==> config.mk <==
export PLATFORM = sky130hd
export DESIGN_NAME = exc_ctrl_nested_flat
export DESIGN_NICKNAME = d
export VERILOG_FILES = /design/src/rtl/exc_ctrl_nested_if.sv /design/src/rtl/exc_ctrl_nested.sv /design/src/flat_wrapper.sv
export SDC_FILE = /design/constraint.sdc
export NUM_CORES = 1
export LEC_CHECK = 0
export BUFFER_PORTS_ARGS = -buffer_cell sky130_fd_sc_hd__buf_2
export CAP_MARGIN = 20
export CORE_MARGIN = 1
export CORE_UTILIZATION = 35
export CTS_BUF_LIST = sky130_fd_sc_hd__clkbuf_4 sky130_fd_sc_hd__clkbuf_8
export DETAILED_ROUTE_END_ITERATION = 16
export PLACE_DENSITY_LB_ADDON = 0.08
export SYNTH_ARGS = -nofsm -noshare
export SYNTH_HDL_FRONTEND = slang
export SYNTH_SLANG_ARGS = --single-unit
export TNS_END_PERCENT = 1
==> constraint.sdc <==
create_clock -name clk -period 5.1 [get_ports clk]
set_input_delay 0.255 -clock clk [delete_from_list [all_inputs] [get_ports clk]]
set_output_delay 0.255 -clock clk [all_outputs]
set_load 0.005 [all_outputs]
==> src/rtl/exc_ctrl_nested_if.sv <==
// exc_ctrl_nested_if: CPU-side request/redirect bundle for the exception controller
interface exc_ctrl_nested_if #(parameter int NUM_SRC = 3);
  localparam int DW = $clog2(NUM_SRC + 1);
  logic [NUM_SRC-1:0] exp_src;
  logic               exp_block;
  logic               mask_we;
  logic [NUM_SRC-1:0] mask_wdata;
  logic [31:0]        pc_in;
  logic               is_eret;
  logic               has_exp;
  logic               ret_valid;
  logic [31:0]        target_pc;
  logic [NUM_SRC-1:0] pending;
  logic [NUM_SRC-1:0] in_service;
  logic [NUM_SRC-1:0] mask;
  logic [DW-1:0]      depth;
  modport master (
    output exp_src, exp_block, mask_we, mask_wdata, pc_in, is_eret,
    input  has_exp, ret_valid, target_pc, pending, in_service, mask, depth
  );
  modport slave (
    input  exp_src, exp_block, mask_we, mask_wdata, pc_in, is_eret,
    output has_exp, ret_valid, target_pc, pending, in_service, mask, depth
  );
endinterface

==> src/rtl/exc_ctrl_nested.sv <==
// exc_ctrl_nested: masked fixed-priority exception controller with EPC stack; EXC_NESTING_EN enables priority nesting
module exc_ctrl_nested #(
  parameter int          NUM_SRC    = 3,
  parameter logic [31:0] VEC_BASE   = 32'h0000_0800,
  parameter logic [31:0] VEC_STRIDE = 32'h0000_0080
) (
  input logic clk,
  input logic rst,
  exc_ctrl_nested_if.slave bus
);
  localparam int DW = $clog2(NUM_SRC + 1);
  localparam int IW = NUM_SRC > 1 ? $clog2(NUM_SRC) : 1;
`ifdef EXC_NESTING_EN
  localparam int SD = NUM_SRC;
`else
  localparam int SD = 1;
`endif
  localparam int SW = SD > 1 ? $clog2(SD) : 1;
  logic [NUM_SRC-1:0] prev, pending, in_service, mask, rise, cand_oh, cur_oh;
  logic [DW-1:0]      depth;
  logic [31:0]        stk [SD];
  logic [IW-1:0]      cand_i, cur_i;
  logic               cand_v, cur_v, take, ret;
  logic [SW-1:0]      push_i, pop_i;
  assign rise   = bus.exp_src & ~prev;
  assign push_i = SW'(depth);
  assign pop_i  = SW'(depth - DW'(1));
  always_comb begin
    cand_v = 1'b0;
    cand_i = '0;
    cur_v  = 1'b0;
    cur_i  = '0;
    for (int i = 0; i < NUM_SRC; i++) begin
      if (pending[i] & mask[i]) begin
        cand_v = 1'b1;
        cand_i = IW'(i);
      end
      if (in_service[i]) begin
        cur_v = 1'b1;
        cur_i = IW'(i);
      end
    end
  end
  assign cand_oh = NUM_SRC'(1) << cand_i;
  assign cur_oh  = NUM_SRC'(1) << cur_i;
`ifdef EXC_NESTING_EN
  assign take = cand_v & ~bus.exp_block & ~bus.is_eret & (~cur_v | (cand_i > cur_i));
`else
  // Single EPC slot: nothing preempts a handler, whatever its priority.
  assign take = cand_v & ~bus.exp_block & ~bus.is_eret & (depth == '0);
`endif
  assign ret  = bus.is_eret & (depth != '0);
  assign bus.has_exp    = take;
  assign bus.ret_valid  = ret;
  assign bus.target_pc  = take ? VEC_BASE + 32'(cand_i) * VEC_STRIDE : ret ? stk[pop_i] : 32'h0;
  assign bus.pending    = pending;
  assign bus.in_service = in_service;
  assign bus.mask       = mask;
  assign bus.depth      = depth;
  always_ff @(posedge clk or posedge rst) begin
    if (rst) begin
      prev       <= '0;
      pending    <= '0;
      in_service <= '0;
      mask       <= '1;
      depth      <= '0;
      for (int k = 0; k < SD; k++) stk[k] <= '0;
    end else begin
      prev    <= bus.exp_src;
      pending <= (pending & ~(take ? cand_oh : '0)) | rise;
      if (bus.mask_we) mask <= bus.mask_wdata;
      if (take) begin
        stk[push_i] <= bus.pc_in;
        in_service  <= in_service | cand_oh;
        depth       <= depth + DW'(1);
      end else if (ret) begin
        in_service <= in_service & ~cur_oh;
        depth      <= depth - DW'(1);
      end
    end
  end
endmodule

==> src/flat_wrapper.sv <==
// flat-port wrapper written by rule: the top's interface ports become plain ports
module exc_ctrl_nested_flat 
#(
  parameter int          NUM_SRC    = 3,
  parameter logic [31:0] VEC_BASE   = 32'h0000_0800,
  parameter logic [31:0] VEC_STRIDE = 32'h0000_0080
)
  (clk, rst, bus_exp_src, bus_exp_block, bus_mask_we, bus_mask_wdata, bus_pc_in, bus_is_eret, bus_has_exp, bus_ret_valid, bus_target_pc, bus_pending, bus_in_service, bus_mask, bus_depth);
  exc_ctrl_nested_if #(.NUM_SRC(NUM_SRC)) bus_i ();
  input logic clk;
  input logic rst;
  input wire logic [$bits(bus_i.exp_src)-1:0] bus_exp_src;
  input wire logic [$bits(bus_i.exp_block)-1:0] bus_exp_block;
  input wire logic [$bits(bus_i.mask_we)-1:0] bus_mask_we;
  input wire logic [$bits(bus_i.mask_wdata)-1:0] bus_mask_wdata;
  input wire logic [$bits(bus_i.pc_in)-1:0] bus_pc_in;
  input wire logic [$bits(bus_i.is_eret)-1:0] bus_is_eret;
  output wire logic [$bits(bus_i.has_exp)-1:0] bus_has_exp;
  output wire logic [$bits(bus_i.ret_valid)-1:0] bus_ret_valid;
  output wire logic [$bits(bus_i.target_pc)-1:0] bus_target_pc;
  output wire logic [$bits(bus_i.pending)-1:0] bus_pending;
  output wire logic [$bits(bus_i.in_service)-1:0] bus_in_service;
  output wire logic [$bits(bus_i.mask)-1:0] bus_mask;
  output wire logic [$bits(bus_i.depth)-1:0] bus_depth;
  assign bus_i.exp_src = bus_exp_src;
  assign bus_i.exp_block = bus_exp_block;
  assign bus_i.mask_we = bus_mask_we;
  assign bus_i.mask_wdata = bus_mask_wdata;
  assign bus_i.pc_in = bus_pc_in;
  assign bus_i.is_eret = bus_is_eret;
  assign bus_has_exp = bus_i.has_exp;
  assign bus_ret_valid = bus_i.ret_valid;
  assign bus_target_pc = bus_i.target_pc;
  assign bus_pending = bus_i.pending;
  assign bus_in_service = bus_i.in_service;
  assign bus_mask = bus_i.mask;
  assign bus_depth = bus_i.depth;
  exc_ctrl_nested #(.NUM_SRC(NUM_SRC), .VEC_BASE(VEC_BASE), .VEC_STRIDE(VEC_STRIDE)) u_core (.clk(clk), .rst(rst), .bus(bus_i));
endmodule
# Word-level counts from Yosys, hierarchy flattened
# Index checks and enable logic that the tools add are counted.
[totals]
regBits = 46
inputBits = 43
[op_classes]
add_sub_neg = 3
order_cmp = 3
n_shift = 2
mux = 17
n_bitwise = 17
reduce_logical = 4
[ops]
columns = ["op", "count"]
rows = [
  ["$mux 32", 4],
  ["$bwmux 32", 1],
  ["$add 12x9->13 const A", 1],
  ["$and 3x3->3", 3],
  ["$mux 3", 3],
  ["$not 3->3", 3],
  ["$mux 2", 4],
  ["$and 1x1->1", 7],
  ["$or 3x3->3", 2],
  ["$shl 1x2->3 const A", 2],
  ["$mux 1", 5],
  ["$reduce_bool 2->1", 2],
  ["$add 2x1->2 const B", 1],
  ["$logic_not 2->1", 1],
  ["$lt 1x1->1 const B", 2],
  ["$not 1->1", 2],
  ["$sub 2x1->2 const B", 1],
  ["$ge 1x1->1 const B", 1],
  ["$logic_and 1x1->1", 1],
]

# Longest topological paths before layout
# Gate-level depths: netlist of the first run.
[depth]
depth_word = 11
mapped_depth = 4
mapped_depth_nobuf = 3

# Worst setup path before layout of the first run
# OpenSTA, ideal clock, no wires.
[synth_timing]
path_type = "register to register"
startpoint = "register u_core.depth[1], in the netlist u_core.bus.depth[1]"
endpoint = "register u_core.stk[10] (netlist bit)"
setup_time_ns = 0.125
arrival_time_ns = 1.731
required_ns = 4.975
setup_slack_ns = 3.244
path_stages_with_launch = 5
n_path_buf = 1
period_less_slack_ns = 1.856
cell_sequence = "dfrtp_1 -> or4_4 -> a31oi_4 -> buf_6 -> mux2_2"
[synth_via]
elab_chain_len = 2
[synth_lines]
columns = ["element", "line_no", "rtl"]
rows = [
  ["start: declaration", "exc_ctrl_nested.sv:20", "logic [DW-1:0] depth;"],
  ["start signal: assignment", "exc_ctrl_nested.sv:75", "depth <= depth + DW'(1);"],
  ["start signal: assignment", "exc_ctrl_nested.sv:78", "depth <= depth - DW'(1);"],
  ["$logic_not 2->1", "exc_ctrl_nested.sv:50", "assign take = cand_v & ~bus.exp_block & ~bus.is_eret & (depth == '0);"],
  ["$and 1x1->1", "exc_ctrl_nested.sv:50", ""],
  ["named net bus_has_exp", "flat_wrapper.sv:18", "output wire logic [$bits(bus_i.has_exp)-1:0] bus_has_exp;"],
  ["end signal: indexed assignment", "exc_ctrl_nested.sv:73", "stk[push_i] <= bus.pc_in;"],
  ["end: declaration", "exc_ctrl_nested.sv:21", "logic [31:0] stk [SD];"],
]
# The timed path passes the listed nets, and every way through them passes these cells.
# A chain may end at the register's enable or synchronous reset.

# Final worst setup path of the first run
[layout_timing]
startpoint = "register u_core.depth[0], in the netlist u_core.bus.depth[0]"
endpoint = "output port bus_target_pc[29]"
[layout_via]
elab_chain_len = 4
[layout_lines]
columns = ["element", "line_no", "rtl"]
rows = [
  ["$reduce_bool 2->1", "exc_ctrl_nested.sv:52", "assign ret = bus.is_eret & (depth != '0);"],
  ["$and 1x1->1", "exc_ctrl_nested.sv:52", ""],
  ["$mux 32", "exc_ctrl_nested.sv:55", "assign bus.target_pc = take ? VEC_BASE + 32'(cand_i) * VEC_STRIDE : ret ? stk[pop_i] : 32'h0;"],
  ["$mux 32 *", "exc_ctrl_nested.sv:55", ""],
  ["end: declaration", "flat_wrapper.sv:20", "output wire logic [$bits(bus_i.target_pc)-1:0] bus_target_pc;"],
]
# Mark *: on every way between the ends. The rest lies on a longest branch, timed or not.

==> results.ini, run 1 <==
[global_routing]
grt_usage_pct=14.2
antenna_found_initial=0
grt_pass1_wl_microns=6600
grt_pass1_vias=1397
globalRouteOverflowTotal=0
grt_max_degree=47

[job]
cap_violations=0

[yosys]
synth-xor-area-share_pct=0
avgSynthCellArea_sq_um=13.4
yosysTopAreaCell=dfrtp_1
ys_seq_area_share_pct=58.4
synth-edff-count=0
synthArstFlopShare_pct=100
postSynthRegisterBits=46
synthMuxAreaShare_pct=19.9
yosysMostFrequentCell=dfrtp_1
synthesis.area_sq_um=1980
ys_top_cells_by_area=dfrtp_1, mux2_2, and2_1
synth_top_family_by_area=multiplexers
synth_common_cells=dfrtp_1, mux2_2, and2_1
synth_cell_types=23
synth-simple-area-share_pct=11.9
synth_adder_area_share_pct=0
yosysWarnings=0
synthFlopType=dfrtp_1
synth_top_area_share_pct=54.4
synth-compound-area-share_pct=6.01
synth_cells=148
syn_nets=191

[die]
io_pins=88
row_count=27
core_area_sq_um=5470
die_y_microns=77.2
die_w_microns=77.2
die_area_sq_um=5960
start_util_pct=36.1

[timing]
fin_tns_setup_ns=0
tightest_slew_ns=0.870
hold_viol_final=17
final-setup-viol-count=0
period_share_pct=48.6
rsz0062_at_grt=no
final_max_slew_viol_count=0
whs_ns=-0.0298
max_freq_mhz=403
relSlewSlack_pct=42.0
period_needed_ns=2.48
fin_skew_ns=0.00683

[final_layout]
layout.nets=281
layout.cells.non_filler=311
num_antenna_cells=0
final_layout_size_suffix_gt1_share_pct=57.7
fin_util_pct=47.2
ff_latch_area_sq_um=1150
nFillCells=557
multi_input_comb_area_sq_um=748
syn2layout_area_growth_pct=30.6

[clock_network]
clock_latency_ns=0.29
cts_resized=0
cts_tree=built
htreeDepth=2
cts-hold-fix-buffers=0
cts_buffers=5
clockBufferDepth=2
clk_pin_slew_ns=0.08
clock-root-buffer=clkbuf_8
postCtsSetupRepairBufs=0
cts.sinks=46

[drt]
post-route-drc-count=0
routed_wl_microns=3800
dr.pass1.iters=4
detail-route-antenna-nets=0
vias=1417
wl_per_cell_microns=12.2
viasPerCell=4.56
drt_iter0_drc=44

[worst_hold_path]
worstHoldPathType=in2async

[worst_setup_path]
worst_setup_path_end_kind=primary output
ff2ff_setup_slack_ns=2.81
cp-startpoint=u_core.bus.depth[0]$_DFFE_PP0P_
required_ns=4.85
worstSetupPathType=reg2out
critPathLaunchType=register
r2r_end=u_core.stk[22]$_DFFE_PP0P_
cp-endpoint=bus_target_pc[29]
reg2reg_depth=4
crit_fanout=33
critical_path_arrival_ns=2.22
reg2reg_from=u_core.bus.depth[1]$_DFFE_PP0P_

[pwr]
peakVddDrop_mv=0.192
powerDensity_nw_per_um2=465
p_leak_uw=0.00134

[status]
violations=negative hold slack
status=complete, but fails checks

[place]
io_buffers=87
place_hpwl_microns=2680
place_congestion=0.744
placed_cells_incl_taps=302

[sequential cells by signal (all words and copies together) (netlist names)]
signal                 count
u_core.stk                32
u_core.bus.in_service      3
u_core.bus.mask            3
u_core.bus.pending         3
u_core.prev                3
u_core.bus.depth           2
[report_power, final]
part | leakage, uW | switching [uW] | internal (uW)
Combinational | 0.000750 | 151 | 232
Clock | 0.0000523 | 112 | 121
Sequential | 0.000541 | 69.2 | 515
[cell type report]
| type | count | share of cell area [%] |
|---|---|---|
| timing repair buffer | 89 | 17.9 |
| tap | 72 | 3.49 |
| clock buffer | 8 | 3.78 |
| sequential | 46 | 44.7 |
| inverter | 8 | 1.16 |
| multi-input combinational | 88 | 29.0 |
[logic make-up (layout without fill, tap and decap cells)]
family,Yosys count,after routing
AND/OR/NAND/NOR,39,39
flip-flops,46,46
multiplexers,35,35
AO/OA/AOI/OAI,14,14
buffers and inverters,14,105
[stage by stage]
step / power [uW] / setup slack [ns] / instance area, sq um
floorplan: 838 / 3.24 / 1980
global placement: 974 / 2.83 / 2470
detailed placement: 984 / 2.77 / 2470
CTS: 1220 / 2.56 / 2560
global route: 1290 / 2.37 / 2580
finish: 1200 / 2.62 / 2580
[worst min-delay path by stage]
| stage | end | cells after the start |
|---|---|---|
| global placement | u_core.prev[1]$_DFF_PP0_ | 1 |
| CTS | u_core.prev[1]$_DFF_PP0_ | 1 |
| detailed placement | u_core.prev[1]$_DFF_PP0_ | 1 |
| floorplan | u_core.prev[0]$_DFF_PP0_ | 0 |
| global route | u_core.stk[9]$_DFFE_PP0P_ | 2 |
| finish | u_core.bus.depth[1]$_DFFE_PP0P_ | 2 |
[critical path, cell delays in order, from the launching register on]
cell and delay (ns):
dfrtp_1 0.43, o21ai_0 0.47, inv_1 0.56, and2_1 0.34, buf_2 0.12
[layout by cell type (no fill, tap or decap), drive strengths merged, types with 2 or more instances in the layout]
cell type,n
buf,89
nand2,5
a21o,4
clkbuf,8
dfstp,3
a22o,2
and2,29
dfrtp,43
mux2,35
inv,8
[layer usage]
metal | vias up | track usage, % | share of wire, %
met1 | 678 | 17.5 | 45
met3 | 6 | 3.81 | 7.1
met2 | 52 | 23.3 | 47
met5 | - | 0 | 0
met4 | 0 | 6.23 | 1.5
li1 | 681 | - | -
(Power assumes the default switching activity.)
==> inputs of run 2 (changes only) <==
==> constraint.sdc (replaced) <==
create_clock -name clk -period 2.4 [get_ports clk]
set_input_delay 0.12 -clock clk [delete_from_list [all_inputs] [get_ports clk]]
set_output_delay 0.12 -clock clk [all_outputs]
set_load 0.005 [all_outputs]
==> run 2 against run 1 <==
Compared with the run above:
- the run now ends clean
- critical path depth rose by 1
- clock power is 84% higher
- clock skew down 0.0039 ns
- die area did not move
- critical path type unchanged
- highest routed layer unchanged
==> results.ini, run 2 (same netlist as run 1, synthesis figures left out) <==
[status]
status=complete, no violations

[global_routing]
antenna_found_initial=0
grt_pass1_vias=1432
grt_usage_pct=14.3
grt_max_degree=47
globalRouteOverflowTotal=0
grt_pass1_wl_microns=6760

[pwr]
power.switching_uw=707
p_clk_share_pct=17.2
p_int_uw=1800
peakVddDrop_mv=0.419
p_leak_uw=0.00135
power_uw=2500
p_sw_share_pct=28.2
p_seq_share_pct=49.8
p_comb_share_pct=33.1
powerDensity_nw_per_um2=958

[die]
start_util_pct=36.1
die_w_microns=77.2
die_area_sq_um=5960
io_pins=88
core_area_sq_um=5470
die_y_microns=77.2
row_count=27

[worst_setup_path]
required_ns=2.28
critical_path_arrival_ns=1.91
crit_fanout=33
critPathSlowestCell=inv_1
critPathTopFamily=buffers and inverters
critPathLaunchType=register
worstSetupPathType=reg2out
path_cells=o21ai_0 > buf_4 > inv_1 > and2_1 > buf_2
path_buf_inv=3
max_stage_delay_ns=0.59
worst_setup_path_end_kind=primary output

[final_layout]
layout.nets=286
final_common_cell=buf_2
num_antenna_cells=0
top_register=u_core.stk
largest_reg_flops=32
syn2layout_area_growth_pct=32.1
nFillCells=548
final_layout_size_suffix_gt1_share_pct=56.8
layout.cells.non_filler=315
layout_common_cells=buf_2, dfrtp_1, mux2_2, and2_1, inv_1

[timing]
final_max_slew_viol_count=0
period_needed_ns=2.03
hold_viol_final=0
fin_skew_ns=0.00298
fin_tns_setup_ns=0
period_share_pct=84.8
post-route-worst-setup-slack_ns=0.366
rsz0062_at_grt=no
tightest_slew_ns=0.821
final-setup-viol-count=0
relSlewSlack_pct=45.2
max_freq_mhz=492

[place]
place_hpwl_microns=2700
placed_cells_incl_taps=304
io_buffers=87
place_ws_ns=0.413
place_congestion=0.794

[drt]
post-route-drc-count=0
wl_per_cell_microns=12.2
detail-route-antenna-nets=0
viasPerCell=4.53
routed_wl_microns=3850
drt_iter0_drc=70
dr.pass1.iters=6
vias=1427

[clock_network]
cts_resized=0
cts.sinks=46
clock_latency_ns=0.28
htreeDepth=2
cts_tree=built
clock-root-buffer=clkbuf_8
clk_pin_slew_ns=0.08
cts_buffers=5
clockBufferDepth=2

[job]
cap_violations=0

[worst_hold_path]
worstHoldPathType=in2reg

==> run 2: changes by cell type in the layout (fill, tap and decap cells not counted), sizes merged <==
cell	delta
buf	+1
clkbuf	-3
clkinv	+2
dlygate4sd3	+4
==> run 2: worst paths after layout <==
| path | endpoint | startpoint | slack [ns] | depth (start not counted) |
|---|---|---|---|---|
| min | u_core.stk[21]$_DFFE_PP0P_ | bus_pc_in[21] | 0.06 | 2 |
| max reg2reg | u_core.stk[4]$_DFFE_PP0P_ | u_core.bus.depth[0]$_DFFE_PP0P_ | 0.41 | 4 |
| min in group asynchronous | u_core.stk[6]$_DFFE_PP0P_ | rst | 0.53 | 4 |
| max in group asynchronous | u_core.stk[0]$_DFFE_PP0P_ | rst | 1.48 | 4 |
| min reg2reg | u_core.bus.pending[1]$_DFF_PP0_ | u_core.prev[1]$_DFF_PP0_ | 0.43 | 1 |
| max | bus_target_pc[15] | u_core.bus.depth[0]$_DFFE_PP0P_ | 0.37 | 5 |
==> run 2: through the flow <==
| stage | cell area (sq um) | utilization, % | hold WS (ns) |
|---|---|---|---|
| detailed placement | 2490 | 45.6 | 0.243 |
| floorplan | 1980 | - | 0.151 |
| global placement | 2490 | 45.6 | 0.243 |
| global route | 2610 | 47.7 | 0.0472 |
| CTS | 2610 | 47.7 | 0.0445 |
| finish | 2610 | 47.7 | 0.0591 |
==> run 2: layout make-up <==
class	count	area [sq um]	area share [%]
Sequential cell	46	1150	44.2
Multi-Input combinational cell	88	748	28.6
Timing Repair Buffer	94	510	19.5
Tap cell	72	90.1	3.45
Clock buffer	5	68.8	2.63
Inverter	8	30.0	1.15
Clock inverter	2	10.0	0.383
==> run 2: power by group through the flow <==
| stage | sequential [uW] | clock, uW | combinational [uW] |
|---|---|---|---|
| CTS | 1250 | 458 | 850 |
| detailed placement | 1260 | 0 | 845 |
| global route | 1300 | 487 | 931 |
| floorplan | 1220 | 0 | 556 |
| finish | 1250 | 430 | 828 |
| global placement | 1260 | 0 | 832 |
==> run 2: what timing repair did <==
item,4_1_cts,5_1_grt
hold buffers,4,0
buffers inserted,0,0
hold endpoints to repair,46,0
==> run 2: layer usage <==
layer  GRT usage [%]  vias up  part of all wire (%)
met5               0        -                     0
li1                -      692                     -
met4            6.23        0                   1.1
met1            18.7      680                    46
met2            22.7       51                    48
met3            3.21        4                   5.7
==> run 2: worst reg2reg max path, stage by stage, from the launching register on <==
cell and delay, ns:
dfrtp_1 0.44, or4_4 0.53, a31oi_4 0.29, buf_12 0.24, mux2_2 0.38
